**src/rtl/seg7_pkg.sv**
```systemverilog
// Shared constants for the seven-segment scan driver: active-low glyphs,
// anode-off pattern and the scan FSM state type.
package seg7_pkg;

    // Segment order is {g,f,e,d,c,b,a}; a 0 lights the segment.
    localparam logic [6:0] SEG_0    = 7'b1000000;
    localparam logic [6:0] SEG_1    = 7'b1111001;
    localparam logic [6:0] SEG_2    = 7'b0100100;
    localparam logic [6:0] SEG_3    = 7'b0110000;
    localparam logic [6:0] SEG_4    = 7'b0011001;
    localparam logic [6:0] SEG_5    = 7'b0010010;
    localparam logic [6:0] SEG_6    = 7'b0000010;
    localparam logic [6:0] SEG_7    = 7'b1111000;
    localparam logic [6:0] SEG_8    = 7'b0000000;
    localparam logic [6:0] SEG_9    = 7'b0010000;
    localparam logic [6:0] SEG_DASH = 7'b0111111;
    localparam logic [6:0] SEG_OFF  = 7'b1111111;

    localparam logic [3:0] AN_OFF   = 4'b1111;

    typedef enum logic {
        ST_GUARD = 1'b0,
        ST_DRIVE = 1'b1
    } scan_state_e;

endpackage

```
**src/rtl/seg7_scan_driver_bcd_to_seg7.sv**
```systemverilog
// Combinational BCD nibble to active-low seven-segment glyph decoder;
// non-decimal nibbles render as a dash.
module bcd_to_seg7
    import seg7_pkg::*;
(
    input  logic [3:0] bcd_i,
    output logic [6:0] seg_o
);

    always_comb begin
        unique case (bcd_i)
            4'd0:    seg_o = SEG_0;
            4'd1:    seg_o = SEG_1;
            4'd2:    seg_o = SEG_2;
            4'd3:    seg_o = SEG_3;
            4'd4:    seg_o = SEG_4;
            4'd5:    seg_o = SEG_5;
            4'd6:    seg_o = SEG_6;
            4'd7:    seg_o = SEG_7;
            4'd8:    seg_o = SEG_8;
            4'd9:    seg_o = SEG_9;
            default: seg_o = SEG_DASH;
        endcase
    end

endmodule

```
**src/rtl/seg7_scan_driver.sv**
```systemverilog
// Four-digit multiplexed seven-segment driver with guard interval and
// per-frame input snapshot. Define LEADING_ZERO_BLANK_EN to dark leading zeros.
module seg7_scan_driver
    import seg7_pkg::*;
#(
    parameter int unsigned REFRESH_DIV = 100000,
    parameter int unsigned GUARD       = 16
) (
    input  logic        clk,
    input  logic        reset,
    input  logic [15:0] data,
    input  logic [3:0]  dp_sel,
    input  logic        blank,
    output logic [3:0]  an,
    output logic [6:0]  seg,
    output logic        dp
);

    localparam int unsigned PW = $clog2(REFRESH_DIV);
    localparam logic [PW-1:0] PRESCALE_LAST = PW'(REFRESH_DIV - 1);
    localparam logic [PW-1:0] GUARD_LAST    = PW'(GUARD - 1);

    logic [PW-1:0] prescale_q;
    logic [1:0]    idx_q;
    scan_state_e   state_q;
    logic [15:0]   snap_q;
    logic [3:0]    an_q,  an_d;
    logic [6:0]    seg_q, seg_d;
    logic          dp_q,  dp_d;

    logic          tick;
    logic [6:0]    glyph;
    logic          lead_zero;
    logic          digit_on;

    assign tick = (prescale_q == PRESCALE_LAST);

    bcd_to_seg7 u_decode (
        .bcd_i (snap_q[{idx_q, 2'b00} +: 4]),
        .seg_o (glyph)
    );

`ifdef LEADING_ZERO_BLANK_EN
    // A digit is dark when it and every more-significant digit are zero.
    always_comb begin
        lead_zero = 1'b0;
        case (idx_q)
            2'd3:    lead_zero = (snap_q[15:12] == 4'd0);
            2'd2:    lead_zero = (snap_q[15:8]  == 8'd0);
            2'd1:    lead_zero = (snap_q[15:4]  == 12'd0);
            default: lead_zero = 1'b0;
        endcase
    end
`else
    assign lead_zero = 1'b0;
`endif

    // NOTE: every output of a combinational block gets a default first so no path leaves it unassigned (which would infer a latch).
    always_comb begin
        digit_on = (state_q == ST_DRIVE) && !blank && !lead_zero;
        an_d     = AN_OFF;
        seg_d    = SEG_OFF;
        dp_d     = 1'b1;
        if (digit_on) begin
            an_d  = ~(4'b0001 << idx_q);
            seg_d = glyph;
            dp_d  = ~dp_sel[idx_q];
        end
    end

    // NOTE: sequential state uses non-blocking assignments so every register samples pre-edge values.
    always_ff @(posedge clk) begin
        if (reset) begin
            prescale_q <= '0;
            idx_q      <= 2'd0;
            state_q    <= ST_GUARD;
            snap_q     <= 16'h0000;
            an_q       <= AN_OFF;
            seg_q      <= SEG_OFF;
            dp_q       <= 1'b1;
        end else begin
            an_q  <= an_d;
            seg_q <= seg_d;
            dp_q  <= dp_d;

            // Snapshot once per frame so a digit update never tears mid-frame.
            if (prescale_q == '0 && idx_q == 2'd0) begin
                snap_q <= data;
            end

            if (tick) begin
                prescale_q <= '0;
                idx_q      <= idx_q + 2'd1;
            end else begin
                prescale_q <= prescale_q + 1'b1;
            end

            case (state_q)
                ST_GUARD: if (prescale_q == GUARD_LAST) state_q <= ST_DRIVE;
                ST_DRIVE: if (tick)                     state_q <= ST_GUARD;
                default:                                state_q <= ST_GUARD;
            endcase
        end
    end

    assign an  = an_q;
    assign seg = seg_q;
    assign dp  = dp_q;

endmodule

```
**config.mk**
```make
export PLATFORM = sky130hd
export DESIGN_NAME = seg7_scan_driver
export DESIGN_NICKNAME = d
export VERILOG_FILES = /design/src/rtl/seg7_pkg.sv /design/src/rtl/seg7_scan_driver_bcd_to_seg7.sv /design/src/rtl/seg7_scan_driver.sv
export SDC_FILE = /design/constraint.sdc
export NUM_CORES = 1
export LEC_CHECK = 0
export CAP_MARGIN = 20
export CORE_MARGIN = 2
export CORE_UTILIZATION = 40
export CTS_CLUSTER_SIZE = 12
export DETAILED_ROUTE_END_ITERATION = 10
export GPL_ROUTABILITY_DRIVEN = 1
export SYNTH_ARGS = -nofsm -noshare
export SYNTH_HDL_FRONTEND = slang
export SYNTH_SLANG_ARGS = --single-unit
```
**constraint.sdc**
```tcl
create_clock -name clk -period 2.1 [get_ports clk]
set_clock_uncertainty 0.15 [all_clocks]
set_input_delay 0.315 -clock clk [delete_from_list [all_inputs] [get_ports clk]]
set_output_delay 0.315 -clock clk [all_outputs]
set_load 0.01 [all_outputs]
```
==> key figures, run 1 <==
Yosys
  – Seq/Total Area, Yosys: 42.86%
  – Syn_area_per_cell: 9.342 um^2
  – Syn Nets: 275
  – Ys Warns: 0
  – Synthesized instance count: 240
  – Synth unique cells: 40
  – Netlist Area Pre-Place: 2242 um^2
  – Yosys reg bits: 48

Clock network
  – CTS buffer count: 5
  – CTS tree: built
  – Clock Latency Late Sink: 0.29 ns
  – Clock tree sinks: 48
  – CTS root buf: clkbuf_8
  – Clk slew on worst S/H paths: 0.08 ns
  – Clock Tree Buf Depth: 2
  – Cts hold-fix bufs: 0
  – Post-CTS resize count: 0
  – Postcts setup bufs: 0
  – H-tree levels: 2

Outcome
  – Outcome: completed

Route
  – Via-per-instance ratio: 5.104
  – DRC viols: 0
  – Via count: 1,817
  – Final WL: 4.553 mm
  – Post-DRT Antenna Nets: 0
  – Wire per inst: 12.79 um
  – Initial drt markers: 68
  – Router iterations before antenna repair: 4

Timing
  – Total Neg Setup Slack: 0 ns
  – Worst rel slew slack: 75.66%
  – Final worst path period share: 92.96%
  – Final hold violation count: 0
  – Max-slew violation count: 0
  – Max Fclk: 512.2 MHz
  – RSZ-0062 raised after global routing: no
  – # setup viols final: 0
  – Crit path time final: 1.952 ns
  – Worst Tran Pin Value: 0.3624 ns

Placement
  – Post-DP HPWL: 3.334 mm
  – Number of port buffers: 34
  – Post-place instance area: 2726 um^2
  – GP Congestion: 0.8464
  – Placed Cells: 349

Critical path
  – Crit. End Element: flip-flop
  – Reg2Reg Launch Point: idx_q[0]$_SDFFE_PP0N_
  – R2R setup slack: 0.15 ns
  – CP startpoint kind: flip-flop
  – Arrival @ worst endpoint: 2.01 ns
  – Critical path type: reg2reg
  – CP max FO: 8
  – Crit path from: idx_q[0]$_SDFFE_PP0N_
  – Cells on worst reg2reg path: 5
  – RR Endpoint: seg[0]$_SDFF_PP1_
  – Req. time, crit path: 2.16 ns

Global route
  – First-pass GRT wire length: 7.348 mm
  – Overall Global Routing Usage: 14.88%
  – Largest net degree at the start of global routing: 22
  – Initial antenna violation count: 0
  – Vias in the first global route: 1,632
  – Global-route congestion overflow total: 0

Layout
  – Fin area: 2823 um^2
  – Final non-filler cell total: 356
  – Area Growth Syn to Fin: 25.89%
  – ANT cells: 0
  – Highest-count cells in the layout ignoring fill and taps: dfxtp_1 (48), clkdlybuf4s50_1 (34), a21oi_1 (25)
  – Share of layout cells above drive strength 1: 14.08%
  – Commonest non-fill, non-tap cell in the layout: dfxtp_1
  – Fin nets: 319

Die
  – Area of the core: 5473 um^2
  – Rows: 27
  – Die X-Extent: 78.87 um
  – Die area: 6220 um^2
  – Die span in y: 78.87 um
  – IO Count: 35
  – Initial Util: 40.97%

Power
  – Tot Pwr: 1.759 mW
  – Power Density: 623.3 nW/um^2
  – Max VDD drop: 357.7 uV
  – Pleak: 1.058 nW

Min path
  – Hold Path Cell Cnt: 2
  – HP Start: snap_q[11]$_SDFFE_PP0P_
  – Kind of path behind the tightest hold check: reg2reg
  – Hold EP: snap_q[11]$_SDFFE_PP0P_

Run
  – MaxCap Viol Count: 0
## worst max path at each step
stage	end	slack, ns	cells after the start
floorplan	seg[4]$_SDFF_PP1_	0.03	8
global placement	seg[4]$_SDFF_PP1_	0.19	5
detailed placement	seg[0]$_SDFF_PP1_	0.15	5
CTS	seg[0]$_SDFF_PP1_	0.13	5
global route	seg[0]$_SDFF_PP1_	0.03	5
finish	seg[0]$_SDFF_PP1_	0.15	5
## registers in the layout, summed over array words and instances (netlist names)
name,cells
prescale_q,17
snap_q,16
idx_q,2
state_q,1
an,4
seg,7
dp,1
## cell families after synthesis
logic type	count (synthesis)	share of synthesized area (%)
multiplexers	9	7.533
adder cells (fa/ha/maj)	12	6.696
flip-flops	48	42.86
XOR/XNOR	9	3.516
AND/OR/NAND/NOR	78	19.42
buffers and inverters	25	5.357
AO/OA/AOI/OAI	59	14.62
## per-stage QoR
stage          utilization, %  hold slack [ns]  setup WS [ns]
3_3_place_gp            49.82           0.3149         0.1858
5_1_grt                 51.58           0.3592        0.03095
4_1_cts                 51.58           0.3272         0.1286
6_report                51.58           0.3276         0.1478
2_1_floorplan               -           0.2918        0.02667
3_5_place_dp            49.82           0.3155         0.1466
## layer usage
metal	up-vias	track usage (%)	part of all wire [%]
met5	-	0	0
met4	0	4.138	0.83
met3	5	3.636	3.7
met2	31	25.64	47
met1	847	18.58	48
li1	934	-	-
## critical path, cell delays in order (launching register included)
cell	delay [ns]
dfxtp_1	0.40
buf_4	0.20
mux4_1	0.64
buf_4	0.21
mux2i_1	0.11
o21ai_0	0.16
## cell usage after synthesis
cell type  instances  area, um^2
o21bai_2           1       11.26
nand2b_2           1       8.760
ha_1              12       150.1
mux4_2             2       45.04
and4_1             1       8.760
nor2_1            15       56.30
and3_4             1       11.26
inv_1             12       45.04
o21ai_0           22       110.1
o21ba_2            2       20.02
xnor2_1            1       8.760
o21ai_1            3       15.01
nor4_2             1       12.51
dfxtp_1           48       960.9
mux4_1             3       78.83
mux2i_1            3       30.03
nand2b_1           1       6.260
o31ai_1            3       22.52
o21a_1             2       15.01
and2_4             1       8.760
and4_4             2       22.52
and3_1             3       18.77
nand2_1           11       41.29
nand4_1            5       31.28
buf_2              3       15.01
buf_6              3       33.78
a21oi_1           25       125.1
o21ai_2            1       8.760
nor4_1             1       6.260
nor3_1             3       15.01
nor3b_1            1       7.510
or4_1              3       22.52
nand4_2            1       12.51
mux2_4             1       15.01
or3_1              3       18.77
nand3_1           22       110.1
nand3_2            1       10.01
xor2_1             8       70.07
nand2_2            1       6.260
clkbuf_1           7       26.28
## cell type report
cell class / instances / area (um^2)
Tap cell: 72 / 90.09
Multi-Input combinational cell: 167 / 1157
Timing Repair Buffer: 50 / 473.0
Fill cell: 516 / 2650
Sequential cell: 48 / 960.9
Inverter: 12 / 45.04
Clock buffer: 7 / 96.34
## where the power goes
part / total [mW] / leakage (nW) / internal (mW) / switching (mW)
clock network: 0.576 / 0.0503 / 0.294 / 0.282
logic: 0.223 / 0.617 / 0.118 / 0.105
registers: 0.960 / 0.391 / 0.942 / 0.0179
total: 1.76 / 1.06 / 1.35 / 0.405
Power figures use the tool's default switching activity.
==> run 2, diff against run 1 <==
--- a/config.mk
+++ b/config.mk
@@ -6,7 +6,7 @@
 export NUM_CORES = 1
 export LEC_CHECK = 0
 export CAP_MARGIN = 20
-export CORE_MARGIN = 2
+export CORE_MARGIN = 5
 export CORE_UTILIZATION = 40
 export CTS_CLUSTER_SIZE = 12
 export DETAILED_ROUTE_END_ITERATION = 10
==> run 2 against run 1 <==
Design area fell by 0.40%; worst hold slack improved by 0.00091 ns; first-iteration DRC count rose by 60%; sequential power barely moved; final cell count rose by 0.56%; global-route usage fell by 0.68 points; critical endpoint is now seg[4]$_SDFF_PP1_; largest cell class unchanged.
==> key figures, run 2 (synthesis results as in run 1) <==
Timing
  – Worst Tran Pin Value: 0.4202 ns
  – RSZ-0062 raised after global routing: no
  – Worst rel slew slack: 71.97%
  – Crit path time final: 1.952 ns
  – Max-slew violation count: 0
  – Max Fclk: 512.2 MHz
  – Final worst path period share: 92.96%
  – # setup viols final: 0
  – Total Neg Setup Slack: 0 ns
  – Final hold violation count: 0
  – Final Hold Slack: 0.3285 ns

Layout
  – Area of the multi-input gates: 1157 um^2
  – ANT cells: 0
  – FILL cells: 521
  – Fin area: 2811 um^2
  – Fin nets: 320
  – Number of flip-flops in the largest register: 17
  – Area Growth Syn to Fin: 25.39%
  – Share of layout cells above drive strength 1: 13.99%
  – Fin util: 51.37%
  – Commonest non-fill, non-tap cell in the layout: dfxtp_1
  – Register Area: 960.9 um^2
  – Final non-filler cell total: 358
  – Biggest register: prescale_q
  – Highest-count cells in the layout ignoring fill and taps: dfxtp_1 (48), clkdlybuf4s50_1 (34), a21oi_1 (25)

Outcome
  – Outcome: completed

Critical path
  – Crit path max-delay family: multiplexers
  – CP max stage cell: mux4_2
  – WP buf/inv: 1
  – Arrival @ worst endpoint: 2.01 ns
  – Crit path from: idx_q[0]$_SDFFE_PP0N_
  – Critical path type: reg2reg
  – Crit-path cells: buf_4, mux4_2, mux2_4, mux2i_1, nand2_1
  – Reg2Reg Launch Point: idx_q[0]$_SDFFE_PP0N_
  – CP startpoint kind: flip-flop
  – CP max FO: 8
  – Crit. End Element: flip-flop
  – CP peak stage delay: 0.59 ns
  – Req. time, crit path: 2.15 ns

Die
  – Rows: 27
  – Area of the core: 5473 um^2
  – Die X-Extent: 84.87 um
  – Initial Util: 40.97%
  – IO Count: 35
  – Die area: 7203 um^2
  – Die span in y: 84.87 um

Placement
  – Post-place instance area: 2721 um^2
  – Placed Cells: 350
  – Number of port buffers: 34
  – GP Congestion: 0.7588
  – Post-DP HPWL: 3.576 mm

Route
  – Router iterations before antenna repair: 4
  – Wire per inst: 13.56 um
  – Via count: 1,761
  – Final WL: 4.856 mm
  – Via-per-instance ratio: 4.919
  – DRC viols: 0
  – Post-DRT Antenna Nets: 0
  – Initial drt markers: 109

Clock network
  – Cts hold-fix bufs: 0
  – CTS buffer count: 5
  – CTS root buf: clkbuf_8
  – Clk slew on worst S/H paths: 0.09 ns
  – CTS tree: built
  – Clock Tree Buf Depth: 2
  – Clock Latency Late Sink: 0.30 ns
  – Post-CTS resize count: 0
  – Clock tree sinks: 48
  – H-tree levels: 2
  – Postcts setup bufs: 0

Global route
  – Overall Global Routing Usage: 14.21%
  – Vias in the first global route: 1,710
  – Largest net degree at the start of global routing: 22
  – Initial antenna violation count: 0
  – Global-route congestion overflow total: 0
  – First-pass GRT wire length: 8.355 mm

Power
  – Max VDD drop: 278.6 uV
  – Power Density: 622.3 nW/um^2
  – Pleak: 1.054 nW

Min path
  – Kind of path behind the tightest hold check: reg2reg
  – HP Start: snap_q[11]$_SDFFE_PP0P_

Run
  – MaxCap Viol Count: 0
## run 2: cell count changes in the layout (fill, tap and decap cells not counted), sizes merged
cell	previous run	this run
clkbuf	7	8
buf	16	17
## run 2: per-layer routing
layer  vias to the layer above  track usage (%)  routed length [um]
li1                        939                -                   -
met1                       787            19.06                2336
met2                        28            22.21                2219
met3                         7            4.078                 231
met4                         0            4.317                  68
met5                         -                0                   0
## run 2: per-stage QoR
stage               setup WS (ns)  power [mW]
floorplan                 0.02667       1.113
global placement           0.1863       1.205
detailed placement         0.1502       1.207
CTS                        0.1436       1.767
global route             0.006859       1.840
finish                     0.1477       1.750
## run 2: path summary, 6_finish.rpt
| path | end | slack, ns | depth (start not counted) |
|---|---|---|---|
| worst max-delay path | seg[4]$_SDFF_PP1_ | 0.15 | 5 |
| worst min-delay path | snap_q[11]$_SDFFE_PP0P_ | 0.33 | 2 |
| worst max register to register | seg[4]$_SDFF_PP1_ | 0.15 | 5 |
| worst min register to register | snap_q[11]$_SDFFE_PP0P_ | 0.33 | 2 |
## run 2: where the power goes
group / internal [mW] / switching (mW)
Clock: 0.269 / 0.296
Combinational: 0.117 / 0.106
Sequential: 0.943 / 0.0186
## run 2: final cells by class
| type | count | share of cell area, % |
|---|---|---|
| multi-input combinational | 167 | 41.17 |
| sequential | 48 | 34.18 |
| timing repair buffer | 51 | 16.64 |
| clock buffer | 8 | 3.204 |
| tap | 72 | 3.204 |
| inverter | 12 | 1.602 |
## run 2: worst register-to-register path, delay by kind of cell (launching register included)
| family | cells | cell delay, ns |
|---|---|---|
| buffers and inverters | 1 | 0.20 |
| DFF | 1 | 0.41 |
| muxes | 3 | 1.04 |
| and+or+nand+nor | 1 | 0.06 |
